[src/rtl/axi4_pkg.sv]
// AXI4 encodings shared by the DMA read path.
package axi4_pkg;

    localparam int BURST_BITS = 2;
    localparam int SIZE_BITS  = 3;

    localparam logic [BURST_BITS-1:0] BURST_FIXED = 2'd0;
    localparam logic [BURST_BITS-1:0] BURST_INCR  = 2'd1;

    localparam logic [1:0] RESP_OKAY = 2'd0;

endpackage

[src/rtl/dmac_pkg.sv]
// DMA controller shared types: read-initiator state encoding and AXI page geometry.
package dmac_pkg;

    localparam int unsigned PAGE_BYTES       = 4096;
    localparam int unsigned PAGE_OFFSET_BITS = 12;

    typedef enum logic [2:0] {
        ST_IDLE,
        ST_CALC,
        ST_WAIT_BUF,
        ST_ADDR,
        ST_DATA
    } dmac_state_e;

endpackage

[src/rtl/dmac_read_initiator_if.sv]
// AXI4 read-address and read-data channels between the DMA read initiator and memory.
interface dmac_read_initiator_if #(
    parameter int ADDR_WD = 32,
    parameter int DATA_WD = 32
);

    logic               arvalid;
    logic [ADDR_WD-1:0] araddr;
    logic [7:0]         arlen;
    logic [2:0]         arsize;
    logic [1:0]         arburst;
    logic               arready;
    logic               rvalid;
    logic [DATA_WD-1:0] rdata;
    logic [1:0]         rresp;
    logic               rlast;
    logic               rready;

    modport master (
        output arvalid, araddr, arlen, arsize, arburst, rready,
        input  arready, rvalid, rdata, rresp, rlast
    );

    modport slave (
        input  arvalid, araddr, arlen, arsize, arburst, rready,
        output arready, rvalid, rdata, rresp, rlast
    );

endinterface

[src/rtl/dmac_burst_calc.sv]
// Beat count for the next burst: remaining beats, capped by the burst limit and,
// for INCR bursts, by the room left before the next 4 KiB page boundary.
module dmac_burst_calc
    import axi4_pkg::*;
    import dmac_pkg::*;
#(
    parameter int ADDR_WD       = 32,
    parameter int MAX_BURST_LEN = 16
) (
    input  logic [ADDR_WD-1:0]                addr,
    input  logic [ADDR_WD-1:0]                length,
    input  logic [SIZE_BITS-1:0]              size,
    input  logic [BURST_BITS-1:0]             burst,
    output logic [$clog2(MAX_BURST_LEN)+1:0]  beats
);

    localparam int CNT_WD = $clog2(MAX_BURST_LEN) + 2;
    localparam int PW     = PAGE_OFFSET_BITS + 1;

    logic [ADDR_WD-1:0] total_beats;
    logic [ADDR_WD-1:0] limit;
    logic [PW-1:0]      page_bytes;
    logic [PW-1:0]      page_beats;
    logic               unused_addr_hi;

    assign unused_addr_hi = ^addr[ADDR_WD-1:PAGE_OFFSET_BITS];

    // A misaligned start address can leave less than one beat of room; still issue one beat
    // so a non-empty request always makes progress.
    always_comb begin
        total_beats = length >> size;
        page_bytes  = PW'(PAGE_BYTES) - {1'b0, addr[PAGE_OFFSET_BITS-1:0]};
        page_beats  = page_bytes >> size;
        if (page_beats == '0) begin
            page_beats = PW'(1);
        end
        limit = ADDR_WD'(MAX_BURST_LEN);
        if ((burst == BURST_INCR) && (ADDR_WD'(page_beats) < limit)) begin
            limit = ADDR_WD'(page_beats);
        end
        beats = (total_beats < limit) ? total_beats[CNT_WD-1:0] : limit[CNT_WD-1:0];
    end

endmodule

[src/rtl/dmac_read_initiator.sv]
// DMA read initiator: turns one channel read request into a single AXI4 read burst,
// reserves buffer space, streams the beats out and reports response errors per burst.
module dmac_read_initiator
    import axi4_pkg::*;
    import dmac_pkg::*;
#(
    parameter int ADDR_WD       = 32,
    parameter int DATA_WD       = 32,
    parameter int CHANNEL_COUNT = 8,
    parameter int MAX_BURST_LEN = 16
) (
    input  logic                              clk,
    input  logic                              rst,

    input  logic                              rd_req_valid,
    input  logic [$clog2(CHANNEL_COUNT)-1:0]  rd_req_channel,
    input  logic [ADDR_WD-1:0]                rd_req_addr,
    input  logic [BURST_BITS-1:0]             rd_req_burst,
    input  logic [ADDR_WD-1:0]                rd_req_length,
    input  logic [SIZE_BITS-1:0]              rd_req_size,

    output logic                              rd_req_ack,
    output logic [ADDR_WD-1:0]                rd_req_next_addr,
    output logic [ADDR_WD-1:0]                rd_req_next_length,
    output logic                              rd_req_done,

    input  logic [$clog2(MAX_BURST_LEN)+1:0]  buf_free_count,
    output logic                              buf_inc_usage_valid,
    output logic [$clog2(MAX_BURST_LEN)+1:0]  buf_inc_usage_count,
    output logic                              data_out_valid,
    input  logic                              data_out_ready,
    output logic [DATA_WD-1:0]                data_out,
    output logic                              data_out_last,

    output logic                              rd_err_valid,
    output logic [$clog2(CHANNEL_COUNT)-1:0]  rd_err_channel,

    dmac_read_initiator_if.master             m_axi
);

    localparam int CH_WD  = $clog2(CHANNEL_COUNT);
    localparam int CNT_WD = $clog2(MAX_BURST_LEN) + 2;

    dmac_state_e           state_q, state_d;
    logic [ADDR_WD-1:0]    addr_q, addr_d;
    logic [ADDR_WD-1:0]    length_q, length_d;
    logic [SIZE_BITS-1:0]  size_q, size_d;
    logic [BURST_BITS-1:0] burst_q, burst_d;
    logic [CH_WD-1:0]      channel_q, channel_d;
    logic [CNT_WD-1:0]     beats_q, beats_d;
    logic [CNT_WD-1:0]     beat_cnt_q, beat_cnt_d;
    logic                  arvalid_q, arvalid_d;
    logic                  err_flag_q, err_flag_d;
    logic                  err_valid_q, err_valid_d;
    logic [CH_WD-1:0]      err_channel_q, err_channel_d;

    logic [CNT_WD-1:0]     calc_beats;
    logic [ADDR_WD-1:0]    burst_bytes;
    logic [ADDR_WD-1:0]    next_length;
    logic                  in_data;
    logic                  zero_req;
    logic                  ar_hs;
    logic                  r_hs;
    logic                  last_beat;
    logic                  beat_err;

    dmac_burst_calc #(
        .ADDR_WD       (ADDR_WD),
        .MAX_BURST_LEN (MAX_BURST_LEN)
    ) u_burst_calc (
        .addr   (addr_q),
        .length (length_q),
        .size   (size_q),
        .burst  (burst_q),
        .beats  (calc_beats)
    );

    // Handshake qualifiers and the request response; the response fields are only
    // meaningful while rd_req_ack is high and are held at zero otherwise.
    always_comb begin
        in_data     = (state_q == ST_DATA);
        zero_req    = (state_q == ST_CALC) && (calc_beats == '0);
        ar_hs       = arvalid_q && m_axi.arready;
        r_hs        = in_data && m_axi.rvalid && data_out_ready;
        last_beat   = (beat_cnt_q == beats_q - CNT_WD'(1));
        beat_err    = (m_axi.rresp != RESP_OKAY) || (m_axi.rlast != last_beat);
        burst_bytes = ADDR_WD'(beats_q) << size_q;
        next_length = length_q - burst_bytes;

        rd_req_ack         = zero_req || ar_hs;
        rd_req_done        = zero_req || (ar_hs && (next_length == '0));
        rd_req_next_addr   = '0;
        rd_req_next_length = '0;
        if (zero_req) begin
            rd_req_next_addr = addr_q;
        end else if (ar_hs) begin
            rd_req_next_addr   = (burst_q == BURST_FIXED) ? addr_q : addr_q + burst_bytes;
            rd_req_next_length = next_length;
        end

        buf_inc_usage_valid = ar_hs;
        buf_inc_usage_count = ar_hs ? beats_q : '0;
        data_out_valid      = in_data && m_axi.rvalid;
        data_out            = m_axi.rdata;
        data_out_last       = in_data && last_beat;
    end

    assign m_axi.arvalid = arvalid_q;
    assign m_axi.araddr  = addr_q;
    assign m_axi.arlen   = 8'(beats_q - CNT_WD'(1));
    assign m_axi.arsize  = size_q;
    assign m_axi.arburst = burst_q;
    assign m_axi.rready  = in_data && data_out_ready;

    assign rd_err_valid   = err_valid_q;
    assign rd_err_channel = err_channel_q;

    always_comb begin
        state_d       = state_q;
        addr_d        = addr_q;
        length_d      = length_q;
        size_d        = size_q;
        burst_d       = burst_q;
        channel_d     = channel_q;
        beats_d       = beats_q;
        beat_cnt_d    = beat_cnt_q;
        arvalid_d     = arvalid_q;
        err_flag_d    = err_flag_q;
        err_valid_d   = 1'b0;
        err_channel_d = err_channel_q;

        case (state_q)
            ST_IDLE: begin
                if (rd_req_valid) begin
                    addr_d    = rd_req_addr;
                    length_d  = rd_req_length;
                    size_d    = rd_req_size;
                    burst_d   = rd_req_burst;
                    channel_d = rd_req_channel;
                    state_d   = ST_CALC;
                end
            end
            ST_CALC: begin
                beats_d = calc_beats;
                state_d = (calc_beats == '0) ? ST_IDLE : ST_WAIT_BUF;
            end
            ST_WAIT_BUF: begin
                if (buf_free_count >= beats_q) begin
                    arvalid_d = 1'b1;
                    state_d   = ST_ADDR;
                end
            end
            ST_ADDR: begin
                if (ar_hs) begin
                    arvalid_d  = 1'b0;
                    beat_cnt_d = '0;
                    err_flag_d = 1'b0;
                    state_d    = ST_DATA;
                end
            end
            ST_DATA: begin
                if (r_hs) begin
                    beat_cnt_d = beat_cnt_q + CNT_WD'(1);
                    err_flag_d = err_flag_q || beat_err;
                    // The error pulse covers the final beat itself, so fold its status in directly.
                    if (last_beat) begin
                        beat_cnt_d    = '0;
                        err_flag_d    = 1'b0;
                        err_valid_d   = err_flag_q || beat_err;
                        err_channel_d = channel_q;
                        state_d       = ST_IDLE;
                    end
                end
            end
            default: begin
                state_d = ST_IDLE;
            end
        endcase
    end

    always_ff @(posedge clk) begin
        if (rst) begin
            state_q       <= ST_IDLE;
            addr_q        <= '0;
            length_q      <= '0;
            size_q        <= '0;
            burst_q       <= '0;
            channel_q     <= '0;
            beats_q       <= '0;
            beat_cnt_q    <= '0;
            arvalid_q     <= 1'b0;
            err_flag_q    <= 1'b0;
            err_valid_q   <= 1'b0;
            err_channel_q <= '0;
        end else begin
            state_q       <= state_d;
            addr_q        <= addr_d;
            length_q      <= length_d;
            size_q        <= size_d;
            burst_q       <= burst_d;
            channel_q     <= channel_d;
            beats_q       <= beats_d;
            beat_cnt_q    <= beat_cnt_d;
            arvalid_q     <= arvalid_d;
            err_flag_q    <= err_flag_d;
            err_valid_q   <= err_valid_d;
            err_channel_q <= err_channel_d;
        end
    end

endmodule

[src/flat_wrapper.sv]
// flat-port wrapper written by rule: the top's interface ports become plain ports
module dmac_read_initiator_flat import axi4_pkg::*; import dmac_pkg::*;
#(
    parameter int ADDR_WD       = 32,
    parameter int DATA_WD       = 32,
    parameter int CHANNEL_COUNT = 8,
    parameter int MAX_BURST_LEN = 16
)
  (clk, rst, rd_req_valid, rd_req_channel, rd_req_addr, rd_req_burst, rd_req_length, rd_req_size, rd_req_ack, rd_req_next_addr, rd_req_next_length, rd_req_done, buf_free_count, buf_inc_usage_valid, buf_inc_usage_count, data_out_valid, data_out_ready, data_out, data_out_last, rd_err_valid, rd_err_channel, m_axi_arvalid, m_axi_araddr, m_axi_arlen, m_axi_arsize, m_axi_arburst, m_axi_rready, m_axi_arready, m_axi_rvalid, m_axi_rdata, m_axi_rresp, m_axi_rlast);
  dmac_read_initiator_if #(.ADDR_WD(ADDR_WD), .DATA_WD(DATA_WD)) m_axi_i ();
  input  logic clk;
  input  logic rst;
  input  logic rd_req_valid;
  input  logic [$clog2(CHANNEL_COUNT)-1:0] rd_req_channel;
  input  logic [ADDR_WD-1:0] rd_req_addr;
  input  logic [BURST_BITS-1:0] rd_req_burst;
  input  logic [ADDR_WD-1:0] rd_req_length;
  input  logic [SIZE_BITS-1:0] rd_req_size;
  output logic rd_req_ack;
  output logic [ADDR_WD-1:0] rd_req_next_addr;
  output logic [ADDR_WD-1:0] rd_req_next_length;
  output logic rd_req_done;
  input  logic [$clog2(MAX_BURST_LEN)+1:0] buf_free_count;
  output logic buf_inc_usage_valid;
  output logic [$clog2(MAX_BURST_LEN)+1:0] buf_inc_usage_count;
  output logic data_out_valid;
  input  logic data_out_ready;
  output logic [DATA_WD-1:0] data_out;
  output logic data_out_last;
  output logic rd_err_valid;
  output logic [$clog2(CHANNEL_COUNT)-1:0] rd_err_channel;
  output wire logic [$bits(m_axi_i.arvalid)-1:0] m_axi_arvalid;
  output wire logic [$bits(m_axi_i.araddr)-1:0] m_axi_araddr;
  output wire logic [$bits(m_axi_i.arlen)-1:0] m_axi_arlen;
  output wire logic [$bits(m_axi_i.arsize)-1:0] m_axi_arsize;
  output wire logic [$bits(m_axi_i.arburst)-1:0] m_axi_arburst;
  output wire logic [$bits(m_axi_i.rready)-1:0] m_axi_rready;
  input wire logic [$bits(m_axi_i.arready)-1:0] m_axi_arready;
  input wire logic [$bits(m_axi_i.rvalid)-1:0] m_axi_rvalid;
  input wire logic [$bits(m_axi_i.rdata)-1:0] m_axi_rdata;
  input wire logic [$bits(m_axi_i.rresp)-1:0] m_axi_rresp;
  input wire logic [$bits(m_axi_i.rlast)-1:0] m_axi_rlast;
  assign m_axi_arvalid = m_axi_i.arvalid;
  assign m_axi_araddr = m_axi_i.araddr;
  assign m_axi_arlen = m_axi_i.arlen;
  assign m_axi_arsize = m_axi_i.arsize;
  assign m_axi_arburst = m_axi_i.arburst;
  assign m_axi_rready = m_axi_i.rready;
  assign m_axi_i.arready = m_axi_arready;
  assign m_axi_i.rvalid = m_axi_rvalid;
  assign m_axi_i.rdata = m_axi_rdata;
  assign m_axi_i.rresp = m_axi_rresp;
  assign m_axi_i.rlast = m_axi_rlast;
  dmac_read_initiator #(.ADDR_WD(ADDR_WD), .DATA_WD(DATA_WD), .CHANNEL_COUNT(CHANNEL_COUNT), .MAX_BURST_LEN(MAX_BURST_LEN)) u_core (.clk(clk), .rst(rst), .rd_req_valid(rd_req_valid), .rd_req_channel(rd_req_channel), .rd_req_addr(rd_req_addr), .rd_req_burst(rd_req_burst), .rd_req_length(rd_req_length), .rd_req_size(rd_req_size), .rd_req_ack(rd_req_ack), .rd_req_next_addr(rd_req_next_addr), .rd_req_next_length(rd_req_next_length), .rd_req_done(rd_req_done), .buf_free_count(buf_free_count), .buf_inc_usage_valid(buf_inc_usage_valid), .buf_inc_usage_count(buf_inc_usage_count), .data_out_valid(data_out_valid), .data_out_ready(data_out_ready), .data_out(data_out), .data_out_last(data_out_last), .rd_err_valid(rd_err_valid), .rd_err_channel(rd_err_channel), .m_axi(m_axi_i));
endmodule
[config.mk]
export PLATFORM = sky130hd
export DESIGN_NAME = dmac_read_initiator_flat
export DESIGN_NICKNAME = d
export VERILOG_FILES = /design/src/rtl/axi4_pkg.sv /design/src/rtl/dmac_pkg.sv /design/src/rtl/dmac_read_initiator_if.sv /design/src/rtl/dmac_burst_calc.sv /design/src/rtl/dmac_read_initiator.sv /design/src/flat_wrapper.sv
export SDC_FILE = /design/constraint.sdc
export NUM_CORES = 1
export LEC_CHECK = 0
export ABC_AREA = 1
export BUFFER_PORTS_ARGS = -buffer_cell sky130_fd_sc_hd__buf_2
export CORE_ASPECT_RATIO = 1.2
export CORE_UTILIZATION = 53
export DETAILED_ROUTE_END_ITERATION = 10
export MAX_ROUTING_LAYER = met4
export PLACE_DENSITY = 0.84
export SYNTH_ARGS = -nofsm -noshare
export SYNTH_HDL_FRONTEND = slang
export SYNTH_SLANG_ARGS = --single-unit
[constraint.sdc]
create_clock -name clk -period 6.2 [get_ports clk]
set_input_delay 0.31 -clock clk [delete_from_list [all_inputs] [get_ports clk]]
set_output_delay 0.31 -clock clk [all_outputs]
set_load 0.05 [all_outputs]
==> flow_metrics.py, run 1 <==
metrics = {
    "run_status": {
        "status": "finished clean",
    },
    "clock_tree": {
        "cts_htree_levels": 3,
        "clk_pin_slew_ps": 70,
        "clk_path_buf_depth": 2,
        "cts_root_buf": "clkbuf_16",
        "clk_latency_ps": 370,
        "cts_tree": "yes",
        "cts_made_buffers": 9,
        "cts.sinks": 93,
    },
    "synth": {
        "ys_ff_latch": 93,
        "syn_inst": 1474,
        "yosysSeqAreaShare_pct": 20.7,
        "yosysWarnings": 0,
        "yosysUniqueCellTypes": 57,
        "syn_area_per_cell_sq_um": 6.10,
        "yosys-top-cells-count": "nand2_1 (291), inv_1 (202), o21ai_0 (168)",
        "synth-main-ff-cell": "dfxtp_1",
        "synth_most_common_cell": "nand2_1",
        "yosys.area.top_type_share_pct": 20.7,
        "netlist_area_sq_um": 9000,
        "synth-edff-count": 0,
        "synthArstFlopShare_pct": 0,
        "synthTopCellsByArea": "dfxtp_1 (21%), nand2_1 (12%), o21ai_0 (9.3%)",
        "synth_top_area_cell": "dfxtp_1",
    },
    "hold_path": {
        "hold_start": "rd_req_length[8]",
        "min_to": "u_core.length_q[8]",
        "min-delay-path-class": "in -> reg",
        "hold_depth": 3,
    },
    "sta": {
        "timing.max_slew.rel_slack_pct": 46.2,
        "setup_viol": 0,
        "tns_ps": 0,
        "final.period_utilization_pct": 91.0,
        "fmax_ghz": 0.177,
        "rsz0062_at_grt": "false",
        "holdWs_ps": 221,
        "worst_pin_slew_ps": 807,
        "slew_viol_final": 0,
        "period_needed_ps": 5640,
        "fin_skew_ps": 9.21,
        "hold_viol": 0,
    },
    "placed_design": {
        "place_congestion": 0.983,
        "io_buffers": 212,
        "dp_hpwl_um": 21400,
    },
    "grt": {
        "grt_pass1_vias": 9356,
        "grt_util_all_layers_pct": 32.5,
        "antenna_found_initial": 0,
        "grt_max_degree": 78,
        "grt_pass1_wl_um": 44000,
        "overflow": 0,
    },
    "setup_path": {
        "r2r_cells": 35,
        "arrival_ps": 5330,
        "slowest_stage": "dfxtp_4",
        "crit_path_max_fanout": 51,
        "start_kind": "flop",
        "path_class": "reg -> out",
        "path_delay_family": "simple AND/OR/NAND/NOR gates",
        "r2r_end": "u_core.state_q[1]",
        "timing.rr.start": "u_core.m_axi.araddr[1]",
        "worstPathRequired_ps": 5890,
        "reg2reg_slack_ps": 2350,
        "crit_top_cell": "nand2_1",
        "cpPeakStageDelay_ps": 530,
        "crit_path_end_kind": "primary output",
        "crit_buf_inv": 3,
    },
    "floorplanning": {
        "die_area_sq_um": 17500,
        "rows": 51,
        "ios": 277,
        "coreArea_sq_um": 16400,
        "initial_utilization_pct": 54.9,
        "fp.dieH_um": 145,
        "die_w_um": 121,
    },
    "routing": {
        "vias_per_cell": 5.55,
        "drc_errors": 0,
        "drt-total-wl_um": 27700,
        "postRouteAntennaNets": 0,
        "vias": 10200,
        "drtPass1Iterations": 6,
        "wl_per_cell_um": 15.1,
        "drt_iter0_drc": 704,
    },
    "final_layout": {
        "drive_gt1_share_pct": 18.6,
        "diodes": 0,
        "syn_to_final_growth_pct": 13.8,
        "fin_nets": 1786,
    },
    "flow_run": {
        "maxCapViolCount": 0,
    },
    "power_and_ir_drop": {
        "vdd_drop_max_mv": 0.181,
        "power_density_nw_per_um2": 332,
        "power_mw": 3.39,
        "leakage_nw": 5.28,
    },
}
==> tightest hold or removal path: stages <==
cell     delay [ps]
buf_2            70
o21ai_0          70
a21oi_1         100
==> metal layers <==
| layer | wire length, um | part of all wire (%) | track usage [%] | vias to the layer above |
|---|---|---|---|---|
| met5 | 0 | 0 | - | - |
| met4 | 1080 | 3.9 | 15.1 | 0 |
| met3 | 2220 | 8.0 | 5.09 | 89 |
| met2 | 13100 | 47 | 55.8 | 450 |
| met1 | 11300 | 41 | 37.1 | 4570 |
| li1 | - | - | - | 5084 |
==> layout by cell type, fill, tap and decap left out, types with 3 or more instances in the layout <==
cell,instances
buf_2,212
xnor2_1,6
o21a_1,3
nor4_1,11
ha_1,47
nor2_2,7
a21oi_1,135
or2_1,15
nand2_2,16
buf_4,11
a31oi_1,4
inv_8,3
dfxtp_1,92
o211ai_1,8
inv_1,202
inv_2,18
nand4_1,24
o22ai_1,13
or2_2,3
clkbuf_16,9
nand3_1,80
a21boi_0,3
nor3_1,25
o21ai_0,167
conb_1,8
xor2_1,50
nand3_2,6
nand2_1,291
mux2i_1,8
nor2_1,99
o21ai_1,4
a211oi_1,4
==> final cells by class <==
| type | count | area (sq um) |
|---|---|---|
| fill | 1608 | 6170 |
| sequential | 93 | 1870 |
| timing repair buffer | 224 | 1160 |
| clock buffer | 9 | 225 |
| clock inverter | 7 | 66.3 |
| multi-input combinational | 1068 | 5810 |
| tap | 212 | 265 |
| inverter | 222 | 836 |
==> metrics by stage <==
step	setup WS, ps	area (sq um)	util, %	std cells
4_1_cts	359	10200	62.4	1835
6_report	560	10200	62.4	1835
2_1_floorplan	161	9020	-	1481
3_3_place_gp	902	9930	60.6	1819
5_1_grt	76.2	10200	62.4	1835
3_5_place_dp	764	9930	60.6	1819
==> sequential cells by signal, summed over array words and instances (netlist names) <==
signal,flops
u_core.beat_cnt_q,6
u_core.length_q,32
u_core.rd_err_valid,1
u_core.m_axi.arsize,3
u_core.m_axi.arburst,2
u_core.channel_q,3
u_core.m_axi.arvalid,1
u_core.err_flag_q,1
u_core.m_axi.araddr,32
u_core.state_q,3
u_core.rd_err_channel,3
u_core.beats_q,6
==> what timing repair did <==
item	CTS	global route
setup buffers	0	0
setup endpoints to repair	0	3
resized for setup	0	2
hold buffers	0	0
==> cell families (layout without fill, tap and decap cells) <==
| logic type | after synthesis | count (layout) | synth area share [%] |
|---|---|---|---|
| compound gates | 356 | 356 | 21.1 |
| other cells | 1 | 8 | 0.0417 |
| mux | 9 | 9 | 1.02 |
| fa+ha+maj | 49 | 49 | 6.98 |
| simple gates | 590 | 590 | 29.5 |
| flops | 93 | 93 | 20.7 |
| xor+xnor | 56 | 56 | 5.45 |
| buf+inv | 320 | 462 | 15.2 |
==> power breakdown <==
group          internal [mW]  leakage [nW]  switching [mW]  total (mW)
Combinational          0.601          4.37            1.40        2.01
Sequential             0.693         0.768           0.135       0.828
Clock                  0.282         0.138           0.278       0.560
Total                   1.58          5.28            1.82        3.39
==> worst max path at each step <==
| stage | from | end | slack, ps | cells after the start |
|---|---|---|---|---|
| 5_1_grt | u_core.m_axi.arsize[0] | rd_req_done | 80 | 26 |
| 6_report | u_core.m_axi.arsize[0] | rd_req_done | 560 | 26 |
| 2_1_floorplan | u_core.m_axi.arsize[0] | rd_req_next_addr[23] | 160 | 28 |
| 3_5_place_dp | u_core.m_axi.arsize[0] | rd_req_done | 760 | 26 |
| 4_1_cts | u_core.m_axi.arsize[0] | rd_req_done | 360 | 26 |
| 3_3_place_gp | u_core.m_axi.arsize[0] | rd_req_done | 900 | 26 |
Note: power is estimated with default switching activity, not from simulation.
==> inputs of run 2 (changes only) <==
- CORE_MARGIN: default -> 5
==> run 2 against run 1 <==
- sequential share of layout area increased by 0.067 points
- clock power down 3%
- worst setup slack got worse by 9.2 ps
- hold slack improved by 3.1 ps
- total power decreased by 0.14%
- largest power group unchanged
- sequential cell count stayed put
- global-route usage is 4.1 points lower
- count of clock-buffer cells in the layout up 1
==> flow_metrics.py, run 2 (synthesized netlist as in run 1, its figures left out) <==
metrics = {
    "setup_path": {
        "path_class": "reg -> out",
        "worstPathRequired_ps": 5890,
        "crit_path_max_fanout": 59,
        "arrival_ps": 5340,
        "start_kind": "flop",
        "crit_path_end_kind": "primary output",
    },
    "clock_tree": {
        "cts_root_buf": "clkbuf_16",
        "clk_latency_ps": 360,
        "clk_pin_slew_ps": 70,
        "cts_tree": "yes",
        "cts_made_buffers": 9,
        "cts.sinks": 93,
        "clk_path_buf_depth": 2,
        "postCtsHoldBufs": 0,
        "cts_htree_levels": 3,
    },
    "grt": {
        "grt_pass1_wl_um": 45100,
        "grt_util_all_layers_pct": 28.4,
        "antenna_found_initial": 0,
        "grt_pass1_vias": 9500,
        "grt_max_degree": 81,
        "overflow": 0,
    },
    "routing": {
        "vias_per_cell": 5.48,
        "drt-total-wl_um": 28500,
        "drt_iter0_drc": 687,
        "drtPass1Iterations": 5,
        "postRouteAntennaNets": 0,
        "wl_per_cell_um": 15.5,
        "drc_errors": 0,
        "vias": 10100,
    },
    "final_layout": {
        "diodes": 0,
        "layout_commonest_cell": "nand2_1",
        "fin_nets": 1785,
        "fill_cells": 1703,
        "drive_gt1_share_pct": 18.4,
        "post-route-util_pct": 60.7,
        "mostFrequentLayoutCells": "nand2_1 (291), buf_2 (212), inv_1 (202)",
        "syn_to_final_growth_pct": 13.3,
    },
    "floorplanning": {
        "fp.dieH_um": 153,
        "initial_utilization_pct": 53.6,
        "die_w_um": 129,
        "rows": 52,
        "ios": 277,
        "die_area_sq_um": 19700,
        "coreArea_sq_um": 16800,
    },
    "placed_design": {
        "place_congestion": 0.943,
        "io_buffers": 212,
        "dp_hpwl_um": 22200,
    },
    "sta": {
        "worst_pin_slew_ps": 729,
        "final.period_utilization_pct": 91.1,
        "timing.max_slew.rel_slack_pct": 51.4,
        "fmax_ghz": 0.177,
        "period_needed_ps": 5650,
        "setup_viol": 0,
        "tns_ps": 0,
        "rsz0062_at_grt": "false",
        "slew_viol_final": 0,
        "hold_viol": 0,
        "fin_skew_ps": 10.6,
    },
    "flow_run": {
        "maxCapViolCount": 0,
    },
    "hold_path": {
        "min-delay-path-class": "in -> reg",
    },
    "power_and_ir_drop": {
        "power_mw": 3.39,
        "leakage_nw": 5.26,
        "vdd_drop_max_mv": 0.198,
        "power_density_nw_per_um2": 332,
    },
    "run_status": {
        "status": "finished clean",
    },
}
## run 2: cell types whose count changed in the layout (fill, tap and decap cells not counted)
cell / before / now
buf_12: 1 / 0
clkbuf_8: 0 / 1
clkinv_2: 0 / 2
clkinv_4: 2 / 0
clkinvlp_4: 2 / 1
inv_6: 0 / 2
inv_8: 3 / 0
nor3_1: 25 / 26
nor3_2: 2 / 1
## run 2: stage by stage
| stage | cell area [sq um] | cells | hold slack [ps] | setup slack [ps] |
|---|---|---|---|---|
| floorplan | 9020 | 1481 | 379 | 161 |
| global placement | 9920 | 1822 | 442 | 681 |
| detailed placement | 9920 | 1822 | 445 | 728 |
| CTS | 10200 | 1837 | 217 | 310 |
| global route | 10200 | 1837 | 242 | 17.8 |
| finish | 10200 | 1837 | 224 | 551 |
## run 2: cell type report
cell class                 count  area (sq um)  area share, %
clock inverter                 5          35.0          0.344
multi-input combinational   1068          5810           57.0
inverter                     222           836           8.20
timing repair buffer         223          1140           11.2
tap                          216           270           2.65
sequential                    93          1870           18.3
clock buffer                  10           239           2.34
## run 2: repair_timing
| action | CTS | global route |
|---|---|---|
| setup endpoints to repair | 0 | 21 |
| gates resized for setup | 0 | 1 |
| endpoints found under the hold margin | 0 | 0 |
| setup buffers | 0 | 0 |
## run 2: metal layers
| metal | share of wire (%) | global-route usage (%) | up-vias |
|---|---|---|---|
| met5 | 0 | - | - |
| met4 | 2.9 | 9.80 | 0 |
| met3 | 6.6 | 4.31 | 80 |
| met2 | 48 | 48.9 | 409 |
| met1 | 42 | 33.4 | 4500 |
| li1 | - | - | 5071 |
## run 2: worst paths after layout
check / startpoint / endpoint / slack, ps / cells after the start
worst max-delay path: u_core.m_axi.arsize[0] / rd_req_done / 550 / 25
worst min-delay path: rd_req_addr[27] / u_core.m_axi.araddr[27] / 220 / 3
worst max register to register: u_core.m_axi.araddr[1] / u_core.state_q[1] / 2280 / 33
worst min register to register: u_core.channel_q[0] / u_core.rd_err_channel[0] / 460 / 2
## run 2: power breakdown
| group | internal, mW | total, mW | switching (mW) |
|---|---|---|---|
| Combinational | 0.600 | 2.01 | 1.41 |
| Sequential | 0.693 | 0.833 | 0.140 |
| Clock | 0.283 | 0.544 | 0.262 |
## run 2: critical path, cell delays in order (launching register included)
cell,delay (ps)
dfxtp_4,650
o21ai_0,320
nand2_1,110
o21ai_0,110
nand2_1,80
o21ai_0,150
ha_1,400
nand2_1,120
nor3_1,50
nand2_1,60
o211ai_1,140
a21o_1,190
a21oi_1,210
o21ai_0,170
nand2_1,90
a21oi_1,90
nor3_1,350
nand4_1,230
nor3_1,350
nand2_1,110
xor2_1,220
nand4_1,150
nor2_1,140
nand3_1,80
o21ai_1,110
buf_2,270
